**src/rtl/toeplitz_pkg.sv**
```systemverilog
// toeplitz_pkg
// Shared definitions for the Toeplitz seed loader:
//   state_t      loader FSM states
//   calc_xsz     row word count (N / BS)
//   calc_ysz     column word count (L / BS)
//   bit_reverse  reverses the low w bits of a vector (w <= REV_MAXW)
package toeplitz_pkg;

    typedef enum logic [2:0] {
        IDLE   = 3'd0,
        COL    = 3'd1,
        ROW    = 3'd2,
        CSUM   = 3'd3,
        COMMIT = 3'd4
    } state_t;

    // Upper bound on the row width handled by bit_reverse.
    localparam int REV_MAXW = 1024;

    function automatic int calc_xsz(input int n, input int bs);
        return n / bs;
    endfunction

    function automatic int calc_ysz(input int l, input int bs);
        return l / bs;
    endfunction

    // Result bit i takes source bit w-1-i; bits at and above w are zero.
    function automatic logic [REV_MAXW-1:0] bit_reverse(input logic [REV_MAXW-1:0] v,
                                                        input int w);
        logic [REV_MAXW-1:0] r;
        r = '0;
        for (int i = 0; i < REV_MAXW; i++) begin
            if (i < w) r[i] = v[w-1-i];
        end
        return r;
    endfunction

endpackage

```
**src/rtl/toeplitz_seed_loader_seed_shreg.sv**
```systemverilog
// seed_shreg
// Word-wide shift register used as a seed shadow buffer. Each load shifts
// the stored words up by one word and inserts din at the bottom, so the
// first word loaded ends up in the most significant word after DEPTH loads.
// Ports:
//   clk   clock
//   clr   synchronous clear of all stored words
//   en    shift in din
//   din   BS-bit word
//   dout  BS*DEPTH-bit contents
module seed_shreg #(
    parameter int BS    = 64,
    parameter int DEPTH = 1
) (
    input  logic                clk,
    input  logic                clr,
    input  logic                en,
    input  logic [BS-1:0]       din,
    output logic [BS*DEPTH-1:0] dout
);

    logic [BS*DEPTH-1:0] q;

    // Shadow data needs no reset: every load clears it first.
    always_ff @(posedge clk) begin
        if (clr) begin
            q <= '0;
        end else if (en) begin
            q <= (q << BS) | (BS*DEPTH)'(din);
        end
    end

    assign dout = q;

endmodule

```
**src/rtl/toeplitz_seed_loader.sv**
```systemverilog
// toeplitz_seed_loader
// Streams column and row seed words into shadow buffers and commits them to
// the double-buffered outputs consumed by the Toeplitz multiplier.
// Optional feature macro: TOEPLITZ_SEED_CSUM_EN (trailing XOR checksum word,
// seed_err output).
// Ports:
//   clk, rst      clock, asynchronous active-high reset
//   start         one-cycle pulse that begins or restarts a load
//   in_data/in_valid/in_ready  seed word stream
//   rrow0         committed row vector, bit-reversed after left shift by 1
//   col0          committed column vector
//   seed_valid    a committed seed is present
//   seed_update   one-cycle pulse on each commit
//   busy          load in progress
//   seed_err      checksum mismatch on last load (macro builds only)
module toeplitz_seed_loader
    import toeplitz_pkg::*;
#(
    parameter int BS = 64,
    parameter int N  = 256,
    parameter int L  = 128
) (
    input  logic          clk,
    input  logic          rst,
    input  logic          start,
    input  logic [BS-1:0] in_data,
    input  logic          in_valid,
    output logic          in_ready,
    output logic [N-1:0]  rrow0,
    output logic [L-1:0]  col0,
    output logic          seed_valid,
    output logic          seed_update,
    output logic          busy
`ifdef TOEPLITZ_SEED_CSUM_EN
    ,
    output logic          seed_err
`endif
);

    localparam int XSZ  = calc_xsz(N, BS);
    localparam int YSZ  = calc_ysz(L, BS);
    localparam int MAXW = (XSZ > YSZ) ? XSZ : YSZ;
    localparam int CNTW = $clog2(MAXW + 1);

    state_t          state;
    logic [CNTW-1:0] cnt;
    logic [L-1:0]    col_sh;
    logic [N-1:0]    row_sh;
    logic [N-1:0]    rrow_next;
    logic            hs;
    logic            col_en;
    logic            row_en;
    logic            commit_ok;

    // start wins over a simultaneous handshake.
    assign hs     = in_valid && in_ready && !start;
    assign col_en = hs && (state == COL);
    assign row_en = hs && (state == ROW);

    seed_shreg #(.BS(BS), .DEPTH(YSZ)) u_col_sh (
        .clk  (clk),
        .clr  (start),
        .en   (col_en),
        .din  (in_data),
        .dout (col_sh)
    );

    seed_shreg #(.BS(BS), .DEPTH(XSZ)) u_row_sh (
        .clk  (clk),
        .clr  (start),
        .en   (row_en),
        .din  (in_data),
        .dout (row_sh)
    );

    // Shift left by one within N bits (MSB dropped), then reverse: rrow0[N-1] is 0.
    assign rrow_next = N'(bit_reverse(REV_MAXW'(row_sh << 1), N));

`ifdef TOEPLITZ_SEED_CSUM_EN
    logic [BS-1:0] csum_acc;
    logic          csum_ok;
    assign commit_ok = csum_ok;
`else
    assign commit_ok = 1'b1;
`endif

    always_ff @(posedge clk or posedge rst) begin
        if (rst) begin
            state       <= IDLE;
            cnt         <= '0;
            in_ready    <= 1'b0;
            busy        <= 1'b0;
            rrow0       <= '0;
            col0        <= '0;
            seed_valid  <= 1'b0;
            seed_update <= 1'b0;
`ifdef TOEPLITZ_SEED_CSUM_EN
            csum_acc    <= '0;
            csum_ok     <= 1'b0;
            seed_err    <= 1'b0;
`endif
        end else begin
            seed_update <= 1'b0;
            if (start) begin
                state    <= COL;
                cnt      <= '0;
                in_ready <= 1'b1;
                busy     <= 1'b1;
`ifdef TOEPLITZ_SEED_CSUM_EN
                csum_acc <= '0;
`endif
            end else begin
                case (state)
                    // busy lags one cycle so it drops one edge after the commit.
                    IDLE: busy <= 1'b0;
                    COL: begin
                        if (hs) begin
                            if (cnt == CNTW'(YSZ - 1)) begin
                                state <= ROW;
                                cnt   <= '0;
                            end else begin
                                cnt <= cnt + 1'b1;
                            end
                        end
                    end
                    ROW: begin
                        if (hs) begin
                            if (cnt == CNTW'(XSZ - 1)) begin
                                cnt <= '0;
`ifdef TOEPLITZ_SEED_CSUM_EN
                                state <= CSUM;
`else
                                state    <= COMMIT;
                                in_ready <= 1'b0;
`endif
                            end else begin
                                cnt <= cnt + 1'b1;
                            end
                        end
                    end
`ifdef TOEPLITZ_SEED_CSUM_EN
                    CSUM: begin
                        if (hs) begin
                            csum_ok  <= (csum_acc == in_data);
                            state    <= COMMIT;
                            in_ready <= 1'b0;
                        end
                    end
`endif
                    COMMIT: begin
                        state <= IDLE;
                        if (commit_ok) begin
                            rrow0       <= rrow_next;
                            col0        <= col_sh;
                            seed_valid  <= 1'b1;
                            seed_update <= 1'b1;
                        end
`ifdef TOEPLITZ_SEED_CSUM_EN
                        seed_err <= !csum_ok;
`endif
                    end
                    default: begin
                        state    <= IDLE;
                        in_ready <= 1'b0;
                    end
                endcase
`ifdef TOEPLITZ_SEED_CSUM_EN
                if (col_en || row_en) csum_acc <= csum_acc ^ in_data;
`endif
            end
        end
    end

endmodule
```
**config.mk**
```make
export PLATFORM = sky130hd
export DESIGN_NAME = toeplitz_seed_loader
export DESIGN_NICKNAME = d
export VERILOG_FILES = /design/src/rtl/toeplitz_pkg.sv /design/src/rtl/toeplitz_seed_loader_seed_shreg.sv /design/src/rtl/toeplitz_seed_loader.sv
export SDC_FILE = /design/constraint.sdc
export NUM_CORES = 1
export LEC_CHECK = 0
export CAP_MARGIN = 20
export CORE_ASPECT_RATIO = 1.1
export CORE_MARGIN = 5
export CORE_UTILIZATION = 42
export DETAILED_ROUTE_END_ITERATION = 10
export GPL_TIMING_DRIVEN = 0
export PLACE_DENSITY = 0.68
export RECOVER_POWER = 25
export SLEW_MARGIN = 20
export SYNTH_ARGS = -nofsm -noshare
export SYNTH_HDL_FRONTEND = slang
export SYNTH_HIERARCHICAL = 1
export SYNTH_SLANG_ARGS = --single-unit
```
**constraint.sdc**
```tcl
create_clock -name clk -period 18.1 [get_ports clk]
set_clock_uncertainty 0.15 [all_clocks]
set_input_delay 3.62 -clock clk [delete_from_list [all_inputs] [get_ports clk]]
set_output_delay 3.62 -clock clk [all_outputs]
set_load 0.01 [all_outputs]
```
==> impl_results.md <==
- Outcome: finished with violations
- Violated checks: max-capacitance violations, max-slew violations
- Width of the chip: 259 um
- R2R cell count: 5
- Synthesized netlist net count: 2175
- Maximum cell stage delay along the critical path: 4000 ps
- Highest achievable clock rate: 0.101 GHz
- Critical path class: in -> async
- CP max FO: 100
- Final hold violation count: 0
- Wire length on met2: 39800 um
- TritonCTS clock tree: done
- Yosys warns: 6
- Count of filler cells inserted in the layout: 5628
- Critical Path Start: rst
- Post-cts sizing count: 0
- DRT Wirelength: 79000 um
- GR Util All Layers: 21.0%
- Worst reg-to-reg setup slack: 15270 ps
- Vias per Instance: 4.94
- Post-layout min period: 9860 ps
- Clock latency of the later-clocked register in the worst-skew pair: 610 ps
- Number of antenna violations at the first check in global routing: 4
- Footprint of the multi-input gates: 0.00989 mm^2
- I/O pin total: 456
- Core area: 0.0677 mm^2
- Worst r2r src: state[1]$_DFFE_PP0P_
- Vias in the first global route: 19200
- Worst min-delay path category: reg -> reg
- Num Clock Sinks: 776
- Met3 wirelength from detailed routing: 4360 um
- Number of nets with antenna violations after detailed routing: 0
- Maximum capacitance violations: 2
- Netlist area before placement: 0.0287 mm^2
- Max-slew violations: 200
- Cts bufs inserted: 79
- Leftover overflow at the end of global routing: 0
- Cell area power density: 95.7 mW/mm^2
- Post-layout nets: 2714
- DR pass1 iterations: 4
- Post-detailed-route DRC marker count: 0
- Slew at the pin closest to its max-slew limit: 5680 ps
- Maximum clock insertion buffer count: 3
- Per-instance average area after synthesis: 13.6 um^2
- Initial standard-cell utilization of the core: 42.3%
- Final Cycle Share: 54.5%
- Die height: 284 um
- Data arrival time of the critical path: 9040 ps
- Worst ir drop on vdd: 0.0698 mV
- Wire length of the first global-routing pass: 121000 um
- Unrepaired setup endpoints after global routing: no
- Worst path slowest cell: sky130_fd_sc_hd__clkbuf_1
- Nature of the critical path endpoint: async pin
- Worst EP required: 17280 ps
- Clock transition at the registers of the reported paths: 60 ps
- Average routed wire per standard cell: 21.8 um
- Total of hold buffers inserted after clock tree synthesis: 0
- Number of setup buffers added after CTS: 0
- Synthesized instance count: 2103
- Layout overhead on the synthesized area: 29.5%
- Detailed Route Iter0 Violations: 795
- Sequential standard cell area: 0.0175 mm^2
- Count of buffers inserted at the top-level ports: 454
- Via count of the routed design: 17900
- Clk Tree Root Cell: sky130_fd_sc_hd__clkbuf_16
- Count of non-filler cells in the finished layout: 3630
- Setup violation total in the final timing report: 0
- Reg-to-reg critical path endpoint: rrow0[253]$_DFFE_PP0P_
- Area of the die: 0.0736 mm^2
- Met1 Routed Length: 32100 um
- Leakage power: 15.6 nW
- Final weighted congestion in routability-driven placement: 0.807
- Critical path endpoint: col0[66]$_DFFE_PP0P_
- Critical Path, Cell by Cell: dlygate4sd3_1 -> clkinvlp_2 -> clkbuf_1
- HPWL after detailed placement: 58500 um
- Share of cells above drive strength 1: 22.9%
- Critical Path Start Type: primary input
- Final worst hold slack: 323 ps
- Number of instances in the placed design: 3479
- H-tree levels: 3
- Cell Rows: 100
- Highest routing layer actually used: met4
- Largest net degree at the start of global routing: 101
- Max-slew headroom at the worst pin: -279%
[power breakdown]
part	internal (mW)	switching, mW	leakage [nW]	total [mW]
clock	0.986	0.672	1.32	1.66
sequential	1.74	0.0122	8.57	1.75
combinational	0.0587	0.0837	5.76	0.142
total	2.78	0.768	15.6	3.55
[worst min-delay path by stage]
stage,startpoint,end,slack (ps),cells after the start
floorplan,u_col_sh/dout[100]$_SDFFE_PP0P_,u_col_sh/dout[100]$_SDFFE_PP0P_,300,2
global placement,seed_valid$_DFFE_PP0P_,seed_valid$_DFFE_PP0P_,300,1
detailed placement,seed_valid$_DFFE_PP0P_,seed_valid$_DFFE_PP0P_,320,1
CTS,seed_valid$_DFFE_PP0P_,seed_valid$_DFFE_PP0P_,330,1
global route,u_row_sh/dout[205]$_SDFFE_PP0P_,rrow0[49]$_DFFE_PP0P_,350,1
finish,seed_valid$_DFFE_PP0P_,seed_valid$_DFFE_PP0P_,320,1
[registers in the layout, summed over array words and instances (netlist names), 3 cells and up]
signal         count
u_col_sh/dout    128
state              3
u_row_sh/dout    255
cnt                3
col0             128
rrow0            255
[metrics by stage]
stage               utilization, %  power (mW)  setup TNS, ps  area, um^2  worst slack (ps)
floorplan                        -        1.87              0       28700              3400
global placement              50.8        1.92        -795210       34400             -2080
detailed placement            50.9        1.93              0       34500             11490
CTS                           54.9        3.59              0       37100             12140
global route                  54.8        3.67              0       37100              6850
finish                        54.8        3.55              0       37100              8240
[worst max-delay path, delay by kind of cell]
family | cells | cell delay [ps]
buffers and inverters | 3 | 5270
[metal layers]
metal | vias up | global-route usage [%]
li1 | 8275 | -
met1 | 9129 | 25.8
met2 | 401 | 36.1
met3 | 129 | 4.78
met4 | 0 | 8.02
met5 | - | 0
[cell usage in the layout (no fill, tap or decap), types with 2 or more instances in the layout]
| cell type | count |
|---|---|
| sky130_fd_sc_hd__dfrtp_1 | 393 |
| sky130_fd_sc_hd__diode_2 | 5 |
| sky130_fd_sc_hd__buf_4 | 7 |
| sky130_fd_sc_hd__buf_6 | 2 |
| sky130_fd_sc_hd__inv_6 | 3 |
| sky130_fd_sc_hd__nand3_1 | 2 |
| sky130_fd_sc_hd__a21oi_1 | 2 |
| sky130_fd_sc_hd__dlygate4sd3_1 | 3 |
| sky130_fd_sc_hd__buf_12 | 39 |
| sky130_fd_sc_hd__clkbuf_1 | 51 |
| sky130_fd_sc_hd__dfxtp_1 | 383 |
| sky130_fd_sc_hd__mux2i_1 | 383 |
| sky130_fd_sc_hd__nand2_1 | 3 |
| sky130_fd_sc_hd__buf_2 | 55 |
| sky130_fd_sc_hd__clkinv_4 | 2 |
| sky130_fd_sc_hd__ha_1 | 4 |
| sky130_fd_sc_hd__nor2_1 | 386 |
| sky130_fd_sc_hd__bufinv_16 | 4 |
| sky130_fd_sc_hd__inv_1 | 5 |
| sky130_fd_sc_hd__buf_16 | 2 |
| sky130_fd_sc_hd__clkdlybuf4s50_1 | 451 |
| sky130_fd_sc_hd__clkinv_2 | 9 |
| sky130_fd_sc_hd__o21ai_0 | 3 |
| sky130_fd_sc_hd__mux2_2 | 384 |
| sky130_fd_sc_hd__clkbuf_16 | 81 |
| sky130_fd_sc_hd__clkbuf_8 | 25 |
[area by class of cell]
cell class | instances | area share [%]
timing repair buffer | 458 | 12.4
sequential | 776 | 47.2
buffer | 132 | 3.37
tap | 918 | 3.10
inverter | 6 | 0.0641
multi-input combinational | 1189 | 26.6
clock buffer | 127 | 6.60
antenna | 5 | 0.0337
clock inverter | 19 | 0.607
No activity file was read; power rests on OpenSTA's default activity.
